==> config.mk <==
export PLATFORM = sky130hd
export DESIGN_NAME = pipeline_perf_monitor
export DESIGN_NICKNAME = d
export VERILOG_FILES = /design/src/rtl/perf_pkg.sv /design/src/rtl/perf_sat_counter.sv /design/src/rtl/pipeline_perf_monitor.sv
export SDC_FILE = /design/constraint.sdc
export NUM_CORES = 1
export LEC_CHECK = 0
export BUFFER_PORTS_ARGS = -buffer_cell sky130_fd_sc_hd__buf_2
export CORE_ASPECT_RATIO = 0.6
export CORE_UTILIZATION = 35
export DETAILED_ROUTE_END_ITERATION = 10
export GPL_TIMING_DRIVEN = 0
export SKIP_CTS_REPAIR_TIMING = 1
export SYNTH_ARGS = -nofsm -noshare
export SYNTH_HDL_FRONTEND = slang
export SYNTH_HIERARCHICAL = 1
export SYNTH_SLANG_ARGS = --single-unit
export TNS_END_PERCENT = 100
==> constraint.sdc <==
create_clock -name clk -period 2.6 [get_ports clk]
set_input_delay 0.78 -clock clk [delete_from_list [all_inputs] [get_ports clk]]
set_output_delay 0.78 -clock clk [all_outputs]
set_load 0.03 [all_outputs]
==> src/rtl/perf_pkg.sv <==
// Shared types and constants for the pipeline performance monitor.
// Counter index map, RV opcode constants and derived sizing helpers.
package perf_pkg;

  typedef enum logic [1:0] {
    ST_IDLE  = 2'd0,
    ST_RUN   = 2'd1,
    ST_DRAIN = 2'd2,
    ST_DONE  = 2'd3
  } perf_state_e;

  localparam int unsigned CNT_CYCLES  = 0;
  localparam int unsigned CNT_RETIRED = 1;
  localparam int unsigned CNT_STALL   = 2;
  localparam int unsigned CNT_FLUSH   = 3;
  localparam int unsigned CNT_R       = 4;
  localparam int unsigned CNT_IALU    = 5;
  localparam int unsigned CNT_LOAD    = 6;
  localparam int unsigned CNT_STORE   = 7;
  localparam int unsigned CNT_BRANCH  = 8;
  localparam int unsigned CNT_OTHER   = 9;
  localparam int unsigned CNT_EVT0    = 10;

  localparam logic [6:0] OP_R      = 7'b0110011;
  localparam logic [6:0] OP_IALU   = 7'b0010011;
  localparam logic [6:0] OP_LOAD   = 7'b0000011;
  localparam logic [6:0] OP_STORE  = 7'b0100011;
  localparam logic [6:0] OP_BRANCH = 7'b1100011;

  function automatic int unsigned num_cnt(input int unsigned num_evt);
    return 10 + num_evt;
  endfunction

  // One extra index beyond the counters addresses the overflow mask.
  function automatic int unsigned idx_w(input int unsigned num_evt);
    return $clog2(num_cnt(num_evt) + 1);
  endfunction

endpackage

==> src/rtl/perf_sat_counter.sv <==
// Saturating up-counter with synchronous clear; ovf_pulse flags an
// increment attempted while already at all-ones.
module perf_sat_counter #(
  parameter int unsigned CNT_W = 32
) (
  input  logic             clk,
  input  logic             reset,
  input  logic             clr,
  input  logic             inc,
  output logic [CNT_W-1:0] cnt,
  output logic             ovf_pulse
);

  logic at_max;

  assign at_max    = &cnt;
  assign ovf_pulse = inc && at_max && !clr;

  always_ff @(posedge clk or negedge reset) begin
    if (!reset) begin
      cnt <= '0;
    end else if (clr) begin
      cnt <= '0;
    end else if (inc && !at_max) begin
      cnt <= cnt + CNT_W'(1);
    end
  end

endmodule

==> src/rtl/pipeline_perf_monitor.sv <==
// Retire/stall/flush performance monitor with run/drain/done control and
// an indexed readout port. Optional overflow IRQ: PERF_OVERFLOW_IRQ_EN.
module pipeline_perf_monitor
  import perf_pkg::*;
#(
  parameter  int unsigned CNT_W        = 32,
  parameter  int unsigned NUM_EVT      = 4,
  parameter  int unsigned DRAIN_CYCLES = 5,
  localparam int unsigned NUM_CNT      = num_cnt(NUM_EVT),
  localparam int unsigned IDX_W        = idx_w(NUM_EVT)
) (
  input  logic               clk,
  input  logic               reset,
  input  logic               run_en,
  input  logic               clear,
  input  logic               end_program,
  input  logic               retire_valid,
  input  logic [31:0]        retire_instr,
  input  logic               stall,
  input  logic               flush,
  input  logic [NUM_EVT-1:0] evt,
  input  logic               rd_req,
  input  logic [IDX_W-1:0]   rd_idx,
  output logic               rd_valid,
  input  logic               rd_ready,
  output logic [CNT_W-1:0]   rd_data,
  output logic [1:0]         state,
  output logic               done,
  output logic               ovf_irq
);

  localparam int unsigned DR_W = (DRAIN_CYCLES > 1) ? $clog2(DRAIN_CYCLES) : 1;

  perf_state_e       state_q, next_state;
  logic [DR_W-1:0]   drain_q;
  logic              active;
  logic              qual_retire;
  logic [6:0]        opcode;
  logic [NUM_CNT-1:0] inc;
  logic [NUM_CNT-1:0] ovf_pulse;
  logic [CNT_W-1:0]  cnt_q [NUM_CNT];
  logic [CNT_W-1:0]  mask_word;
  logic [CNT_W-1:0]  sel;
  logic              rd_accept;

  // ---------------- run control ----------------
  always_ff @(posedge clk or negedge reset) begin
    if (!reset) begin
      state_q <= ST_IDLE;
    end else begin
      state_q <= next_state;
    end
  end

  always_comb begin
    next_state = state_q;
    case (state_q)
      ST_IDLE:  if (!clear && run_en)  next_state = ST_RUN;
      ST_RUN:   if (end_program)       next_state = ST_DRAIN;
      ST_DRAIN: if (drain_q == '0)     next_state = ST_DONE;
      ST_DONE:  if (clear)             next_state = ST_IDLE;
      default:                         next_state = ST_IDLE;
    endcase
  end

  always_ff @(posedge clk or negedge reset) begin
    if (!reset) begin
      drain_q <= '0;
    end else if (state_q == ST_RUN && end_program) begin
      drain_q <= DR_W'(DRAIN_CYCLES - 1);
    end else if (state_q == ST_DRAIN && drain_q != '0) begin
      drain_q <= drain_q - DR_W'(1);
    end
  end

  assign state = state_q;
  assign done  = (state_q == ST_DONE);

  // ---------------- event qualification ----------------
  assign active      = (state_q == ST_RUN) || (state_q == ST_DRAIN);
  // An all-zero instruction word is a bubble and counts nowhere.
  assign qual_retire = retire_valid && (retire_instr != '0);
  assign opcode      = retire_instr[6:0];

  always_comb begin
    inc              = '0;
    inc[CNT_CYCLES]  = active;
    inc[CNT_RETIRED] = active && qual_retire;
    inc[CNT_STALL]   = active && stall;
    inc[CNT_FLUSH]   = active && flush;
    case (opcode)
      OP_R:      inc[CNT_R]      = active && qual_retire;
      OP_IALU:   inc[CNT_IALU]   = active && qual_retire;
      OP_LOAD:   inc[CNT_LOAD]   = active && qual_retire;
      OP_STORE:  inc[CNT_STORE]  = active && qual_retire;
      OP_BRANCH: inc[CNT_BRANCH] = active && qual_retire;
      default:   inc[CNT_OTHER]  = active && qual_retire;
    endcase
    for (int unsigned k = 0; k < NUM_EVT; k++) begin
      inc[CNT_EVT0 + k] = active && evt[k];
    end
  end

  for (genvar g = 0; g < NUM_CNT; g++) begin : g_cnt
    perf_sat_counter #(.CNT_W(CNT_W)) u_cnt (
      .clk       (clk),
      .reset     (reset),
      .clr       (clear),
      .inc       (inc[g]),
      .cnt       (cnt_q[g]),
      .ovf_pulse (ovf_pulse[g])
    );
  end

  // ---------------- overflow flags ----------------
`ifdef PERF_OVERFLOW_IRQ_EN
  localparam int unsigned MW = (NUM_CNT < CNT_W) ? NUM_CNT : CNT_W;

  logic [NUM_CNT-1:0] ovf_flags;

  always_ff @(posedge clk or negedge reset) begin
    if (!reset) begin
      ovf_flags <= '0;
    end else if (clear) begin
      ovf_flags <= '0;
    end else begin
      ovf_flags <= ovf_flags | ovf_pulse;
    end
  end

  assign mask_word = CNT_W'(ovf_flags[MW-1:0]);
  assign ovf_irq   = |ovf_flags;
`else
  logic unused_ovf;

  assign unused_ovf = |ovf_pulse;
  assign mask_word  = '0;
  assign ovf_irq    = 1'b0;
`endif

  // ---------------- readout ----------------
  always_comb begin
    sel = '0;
    if (rd_idx == IDX_W'(NUM_CNT)) sel = mask_word;
    for (int unsigned i = 0; i < NUM_CNT; i++) begin
      if (rd_idx == IDX_W'(i)) sel = cnt_q[i];
    end
  end

  assign rd_accept = rd_req && (!rd_valid || rd_ready);

  always_ff @(posedge clk or negedge reset) begin
    if (!reset) begin
      rd_valid <= 1'b0;
      rd_data  <= '0;
    end else if (rd_accept) begin
      rd_valid <= 1'b1;
      rd_data  <= sel;
    end else if (rd_ready) begin
      rd_valid <= 1'b0;
    end
  end

endmodule

==> impl_metrics.csv, run 1 <==
group,metric,value,unit
timing,period_needed,2760,ps
drt,vias,30370,
power_and_ir_drop,powerDensity,562.9,mW/mm²
run_status,status,"complete, but fails checks",
power_and_ir_drop,irDropWorstVdd,0.5283,mV
die,dieWidth,384.4,µm
timing,timing.slew.headroom,28.35,%
global_routing,grt_start_max_net_pins,118,
power_and_ir_drop,static_leakage,13.46,nW
global_routing,grt-ovfl-total,0,
drt,wl_per_cell,26.56,µm
global_routing,first_global_vias,26490,
worst_hold_path,type_of_the_worst_min_delay_path,"in2async",
power_and_ir_drop,switching_share,32.54,%
die,die_outline_area,0.08895,mm²
power_and_ir_drop,totalPowerFinal,20.10,mW
drt,wl_met1,57590,µm
die,number_of_standard_cell_rows_in_the_floorplan,83,
cells_and_area,final_cell_count_no_fill,4757,
timing,final.period_utilization,106.1,%
worst_setup_path,criticalPathCategory,"in2reg",
worst_setup_path,crit_path_cell_trace,"buf_2, buf_4, buf_2, mux4_2, a221oi_1, o21ai_1, o221a_2",
worst_setup_path,crit_path_frequent_cell,"sky130_fd_sc_hd__buf_2",
worst_setup_path,timing.critical_path.fanout_max,10,
yosys,mappedNetlistNets,3432,
timing,hold_viol_final,0,
placement,place.port_buffers,83,
yosys,synth_warnings,6,
clocking,numClockSinks,486,
cells_and_area,syn_to_final_growth,16.32,%
clocking,clock_path_buffers,3,
global_routing,global_route.usage.total,27.73,%
die,fp.dieH,231.4,µm
timing,setup_slack,-159.6,ps
placement,standard_cell_area_after_detailed_placement,0.03276,mm²
worst_setup_path,slowest_delay,770,ps
worst_setup_path,end_kind,"flip-flop",
power_and_ir_drop,design_internal_power,13.56,mW
cells_and_area,final_cell_area,0.03571,mm²
die,top_level_ports,87,
clocking,clock_edge_transition_at_the_registers_on_the_reported_setup_and_hold_paths,70,ps
run,maxCapViolations,0,
clocking,tritoncts,"done",
cells_and_area,drive_gt1_share,20.37,%
drt,routed-wl-met3,18450,µm
placement,globalplace.congestion,1.051,
drt,drc,0,
drt,top_layer,"met5",
yosys,synth_cells,3361,
worst_setup_path,req_time_crit_path,3130,ps
cells_and_area,final_net_count,3642,
clocking,tritoncts.num_buffers,52,
die,core-area,0.08620,mm²
timing,max_freq,0.3624,GHz
timing,timing.final.setup_violations,21,
worst_setup_path,worst_ep_arrival_time,3290,ps
run_status,violations,"negative setup slack",
clocking,clock-root-buffer,"sky130_fd_sc_hd__clkbuf_16",
drt,routed_wl_met2,46860,µm
worst_setup_path,timing.critical_path.slowest_stage_cell,"sky130_fd_sc_hd__a221oi_1",
placement,dp.final_hpwl,95360,µm
clocking,ctsHtreeMaxLevel,2,
global_routing,grt_pass1_wl,183200,µm
power_and_ir_drop,sequentialPowerShare,40.1,%
drt,vias_per_instance,6.385,
drt,detail-route-antenna-nets,0,
yosys,syn-mean-instance-area,9.135,µm²
timing,timing_worst_slew_pin_value,1068,ps
drt,drtPass1Iterations,6,
global_routing,grt_antenna_before_repair,18,
drt,detail_route.wirelength,126400,µm
die,initial_core_util,35.62,%
timing,drv_slew,0,
drt,first_iter_violations,4172,
power_and_ir_drop,part_of_the_total_power_dissipated_in_the_clock_network,38.7,%
power_and_ir_drop,p_switching,6.542,mW
yosys,mappedNetlistArea,0.03070,mm²
worst_setup_path,type_of_origin_of_the_critical_path,"input pin",
clocking,clock_latency,650,ps
power_and_ir_drop,p_comb_share,21.2,%
placement,placed_cells,4595,
timing,clock-skew-final,31.21,ps
timing,unrepaired_setup_endpoints_after_global_routing,"yes",
-- placed cells by master (no fill, tap or decap), types with 16 or more instances in the layout --
master and count:
sky130_fd_sc_hd__dfrtp_2 46, sky130_fd_sc_hd__buf_1 28, sky130_fd_sc_hd__clkbuf_1 82, sky130_fd_sc_hd__o31ai_4 17, sky130_fd_sc_hd__mux4_2 39, sky130_fd_sc_hd__ha_1 20
sky130_fd_sc_hd__o31ai_1 68, sky130_fd_sc_hd__buf_4 75, sky130_fd_sc_hd__nor2_1 168, sky130_fd_sc_hd__nand3_1 158, sky130_fd_sc_hd__or3_1 223, sky130_fd_sc_hd__mux2i_1 49
sky130_fd_sc_hd__buf_6 37, sky130_fd_sc_hd__o211ai_1 16, sky130_fd_sc_hd__and2_1 21, sky130_fd_sc_hd__or4_1 114, sky130_fd_sc_hd__and3_1 56, sky130_fd_sc_hd__nand4_1 127
sky130_fd_sc_hd__nor3_1 35, sky130_fd_sc_hd__o21ai_0 240, sky130_fd_sc_hd__dfrtp_1 440, sky130_fd_sc_hd__clkbuf_16 53, sky130_fd_sc_hd__buf_2 167, sky130_fd_sc_hd__mux2_2 32
sky130_fd_sc_hd__a21oi_1 333, sky130_fd_sc_hd__inv_1 25, sky130_fd_sc_hd__a31oi_1 18, sky130_fd_sc_hd__a22oi_1 20, sky130_fd_sc_hd__o22ai_1 29, sky130_fd_sc_hd__xor2_1 56
sky130_fd_sc_hd__nor2b_1 50, sky130_fd_sc_hd__nor4_1 21, sky130_fd_sc_hd__and4_1 42, sky130_fd_sc_hd__nand2_1 204, sky130_fd_sc_hd__a21oi_2 29, sky130_fd_sc_hd__o21ai_1 86
-- state kept, by name (all words and copies together), names as in the netlist --
| signal | flops |
|---|---|
| g_cnt.u_cnt/cnt | 448 |
| rd_data | 32 |
| drain_q | 3 |
| state | 2 |
| rd_valid | 1 |
-- area by class of cell --
type	instances	area, µm²
Multi-Input combinational cell	2612	17740
Fill cell	8519	50480
Antenna cell	1	2.502
Sequential cell	486	12220
Tap cell	1147	1435
Timing Repair Buffer	156	1159
Clock buffer	73	1471
Inverter	27	103.9
Clock inverter	19	225.2
Buffer	236	1361
-- path summary, 6_finish.rpt --
path | startpoint | endpoint | slack [ps] | cells after the start
max | rd_idx[1] | rd_data[4] | -160 | 7
max reg2reg | state[1] | g_cnt[6].u_cnt/cnt[24] | -60 | 10
max in group asynchronous | reset | g_cnt[11].u_cnt/cnt[5] | 790 | 3
min in group clk | end_program | drain_q[0] | 370 | 2
min | reset | g_cnt[0].u_cnt/cnt[26] | 120 | 1
min reg2reg | drain_q[2] | drain_q[2] | 520 | 1
-- routing by layer --
layer,global-route usage (%),vias up
met2,33.91,1708
met5,0,-
li1,-,13390
met4,6.610,14
met3,10.50,217
met1,43.86,15050
-- critical path: cells and delay by family --
kind | cells | cell delay (ps)
muxes | 1 | 460
buffers and inverters | 3 | 740
AOI/OAI and AO/OA | 3 | 1290
-- power by group through the flow --
stage	clock network, mW	registers [mW]	logic [mW]
final	7.78	8.07	4.25
after global routing	8.24	8.08	4.54
after CTS	7.93	8.06	3.72
after detailed placement	0	8.20	3.70
after global placement	0	8.20	3.67
after floorplan	0	8.20	2.12
-- per-stage QoR --
step	utilization [%]	TNS, ps	worst slack (ps)	hold slack (ps)
after floorplan	-	-260.0	-94.54	475.7
after global placement	37.86	-5107620	-10880	505.1
after detailed placement	38.00	-310140	-1498	503.5
after CTS	39.97	-313080	-1512	130.2
after global routing	41.43	-2713	-135.2	157.9
final	41.43	-894.4	-159.6	123.1
Note: power is estimated with default switching activity, not from simulation.
==> run 2, diff against run 1 <==
Settings changed: SKIP_LAST_GASP set to 1.
==> impl_metrics.csv, run 2 (synthesis gave the netlist of run 1 again) <==
group,metric,value,unit
run_status,status,"complete, but fails checks",
run_status,violations,"negative setup slack",
cells_and_area,layout_top_registers,"g_cnt.u_cnt/cnt: 448 flops, rd_data: 32 flops, drain_q: 3 flops",
timing,final.period_utilization,108.2,%
worst_setup_path,crit_buf_inv,3,
cells_and_area,mostFrequentLayoutCell,"sky130_fd_sc_hd__dfrtp_1",
placement,dp_worst_setup_slack,-1498,ps
drt,detail-route-antenna-nets,0,
power_and_ir_drop,irDropWorstVdd,0.5284,mV
worst_setup_path,criticalPathCategory,"in2reg",
clocking,clock-root-buffer,"sky130_fd_sc_hd__clkbuf_16",
drt,wl_per_cell,26.58,µm
cells_and_area,multiInputGateArea,0.01763,mm²
power_and_ir_drop,totalPowerFinal,20.08,mW
placement,placed_cells,4595,
worst_setup_path,critPathTopFamily,"compound AO/OA/AOI/OAI gates",
global_routing,grt_antenna_before_repair,18,
timing,timing.final.setup_violations,21,
cells_and_area,post-route-util,41.31,%
cells_and_area,syn_to_final_growth,15.97,%
global_routing,grt_start_max_net_pins,118,
worst_setup_path,worst_ep_arrival_time,3370,ps
worst_setup_path,crit_path_cell_trace,"buf_2, buf_6, buf_4, nand2b_1, o22ai_1, a2111oi_0, o21ai_1, o211ai_1",
die,initial_core_util,35.62,%
placement,globalplace.congestion,1.051,
drt,drc,0,
worst_setup_path,type_of_origin_of_the_critical_path,"input pin",
die,fp.dieH,231.4,µm
clocking,clock_path_buffers,3,
clocking,numClockSinks,486,
clocking,ctsHtreeMaxLevel,2,
timing,drv_slew,0,
cells_and_area,final_cell_count_no_fill,4758,
worst_setup_path,timing.critical_path.slowest_stage_cell,"sky130_fd_sc_hd__a2111oi_0",
timing,hold_viol_final,0,
timing,clock-skew-final,30.02,ps
power_and_ir_drop,powerDensity,563.9,mW/mm²
global_routing,grt-ovfl-total,0,
drt,detail_route.wirelength,126400,µm
power_and_ir_drop,static_leakage,13.45,nW
worst_hold_path,type_of_the_worst_min_delay_path,"in2async",
worst_setup_path,timing.critical_path.fanout_max,10,
clocking,clock_latency,650,ps
global_routing,grt_pass1_wl,183200,µm
timing,period_needed,2812,ps
die,core-area,0.08620,mm²
clocking,tritoncts.num_buffers,52,
cells_and_area,final_net_count,3642,
timing,timing_worst_slew_pin_value,1120,ps
cells_and_area,largest_register_ffs,448,
cells_and_area,mostFrequentLayoutCells,"440 x sky130_fd_sc_hd__dfrtp_1, 341 x sky130_fd_sc_hd__a21oi_1, 242 x sky130_fd_sc_hd__o21ai_0",
cells_and_area,largest_register,"g_cnt.u_cnt/cnt",
worst_setup_path,end_kind,"flip-flop",
timing,unrepaired_setup_endpoints_after_global_routing,"yes",
worst_setup_path,req_time_crit_path,3160,ps
cells_and_area,area.sequential,0.01222,mm²
timing,setup_slack,-212.1,ps
die,number_of_standard_cell_rows_in_the_floorplan,83,
worst_setup_path,slowest_delay,1000,ps
timing,timing.slew.headroom,23.38,%
run,maxCapViolations,0,
clocking,tritoncts,"done",
cells_and_area,fillerInstances,8527,
drt,drtPass1Iterations,6,
die,dieWidth,384.4,µm
drt,first_iter_violations,4496,
cells_and_area,drive_gt1_share,19.98,%
timing,max_freq,0.3556,GHz
placement,place.port_buffers,83,
drt,vias_per_instance,6.385,
drt,vias,30380,
clocking,clock_edge_transition_at_the_registers_on_the_reported_setup_and_hold_paths,70,ps
global_routing,global_route.usage.total,27.73,%
global_routing,first_global_vias,26490,
timing,finalHoldWorstSlack,125.9,ps
placement,dp.final_hpwl,95360,µm
die,die_outline_area,0.08895,mm²
die,top_level_ports,87,
run 2: cell type report:
| class | count | share of cell area [%] |
|---|---|---|
| repair buffers | 156 | 3.243 |
| well taps | 1147 | 4.031 |
| plain buffers | 236 | 3.823 |
| diodes | 2 | 0.01406 |
| flip-flops and latches | 486 | 34.32 |
| inverters | 27 | 0.2917 |
| multi-input cells | 2612 | 49.52 |
| clock buffers | 73 | 4.132 |
| clock inverters | 19 | 0.6325 |
run 2: final timing paths:
path	startpoint	endpoint	slack [ps]	cells past startpoint
worst max-delay path	rd_idx[1]	rd_data[14]	-210	8
worst min-delay path	reset	g_cnt[0].u_cnt/cnt[26]	130	1
worst max register to register	state[1]	g_cnt[6].u_cnt/cnt[27]	-70	11
worst min register to register	drain_q[2]	drain_q[2]	520	1
max in group asynchronous	reset	g_cnt[11].u_cnt/cnt[5]	770	3
min in group clk	end_program	drain_q[0]	370	2
run 2: stage by stage:
stage / cell area (µm²) / TNS, ps
floorplan: 30780 / -260.0
global placement: 32640 / -5107620
detailed placement: 32760 / -310140
CTS: 34450 / -313080
global route: 35600 / -4227
finish: 35610 / -1191
run 2: report_power, final:
part / switching [mW] / internal, mW
registers: 0.317 / 7.75
logic: 2.78 / 1.47
clock network: 3.43 / 4.34
run 2: per-layer routing:
layer	wire length [µm]	GRT usage, %	part of all wire (%)	up-vias
met5	212	0	0.17	-
met4	3344	6.610	2.6	12
met3	18220	10.50	14	214
met2	46810	33.91	37	1725
met1	57850	43.86	46	15050
li1	-	-	-	13380
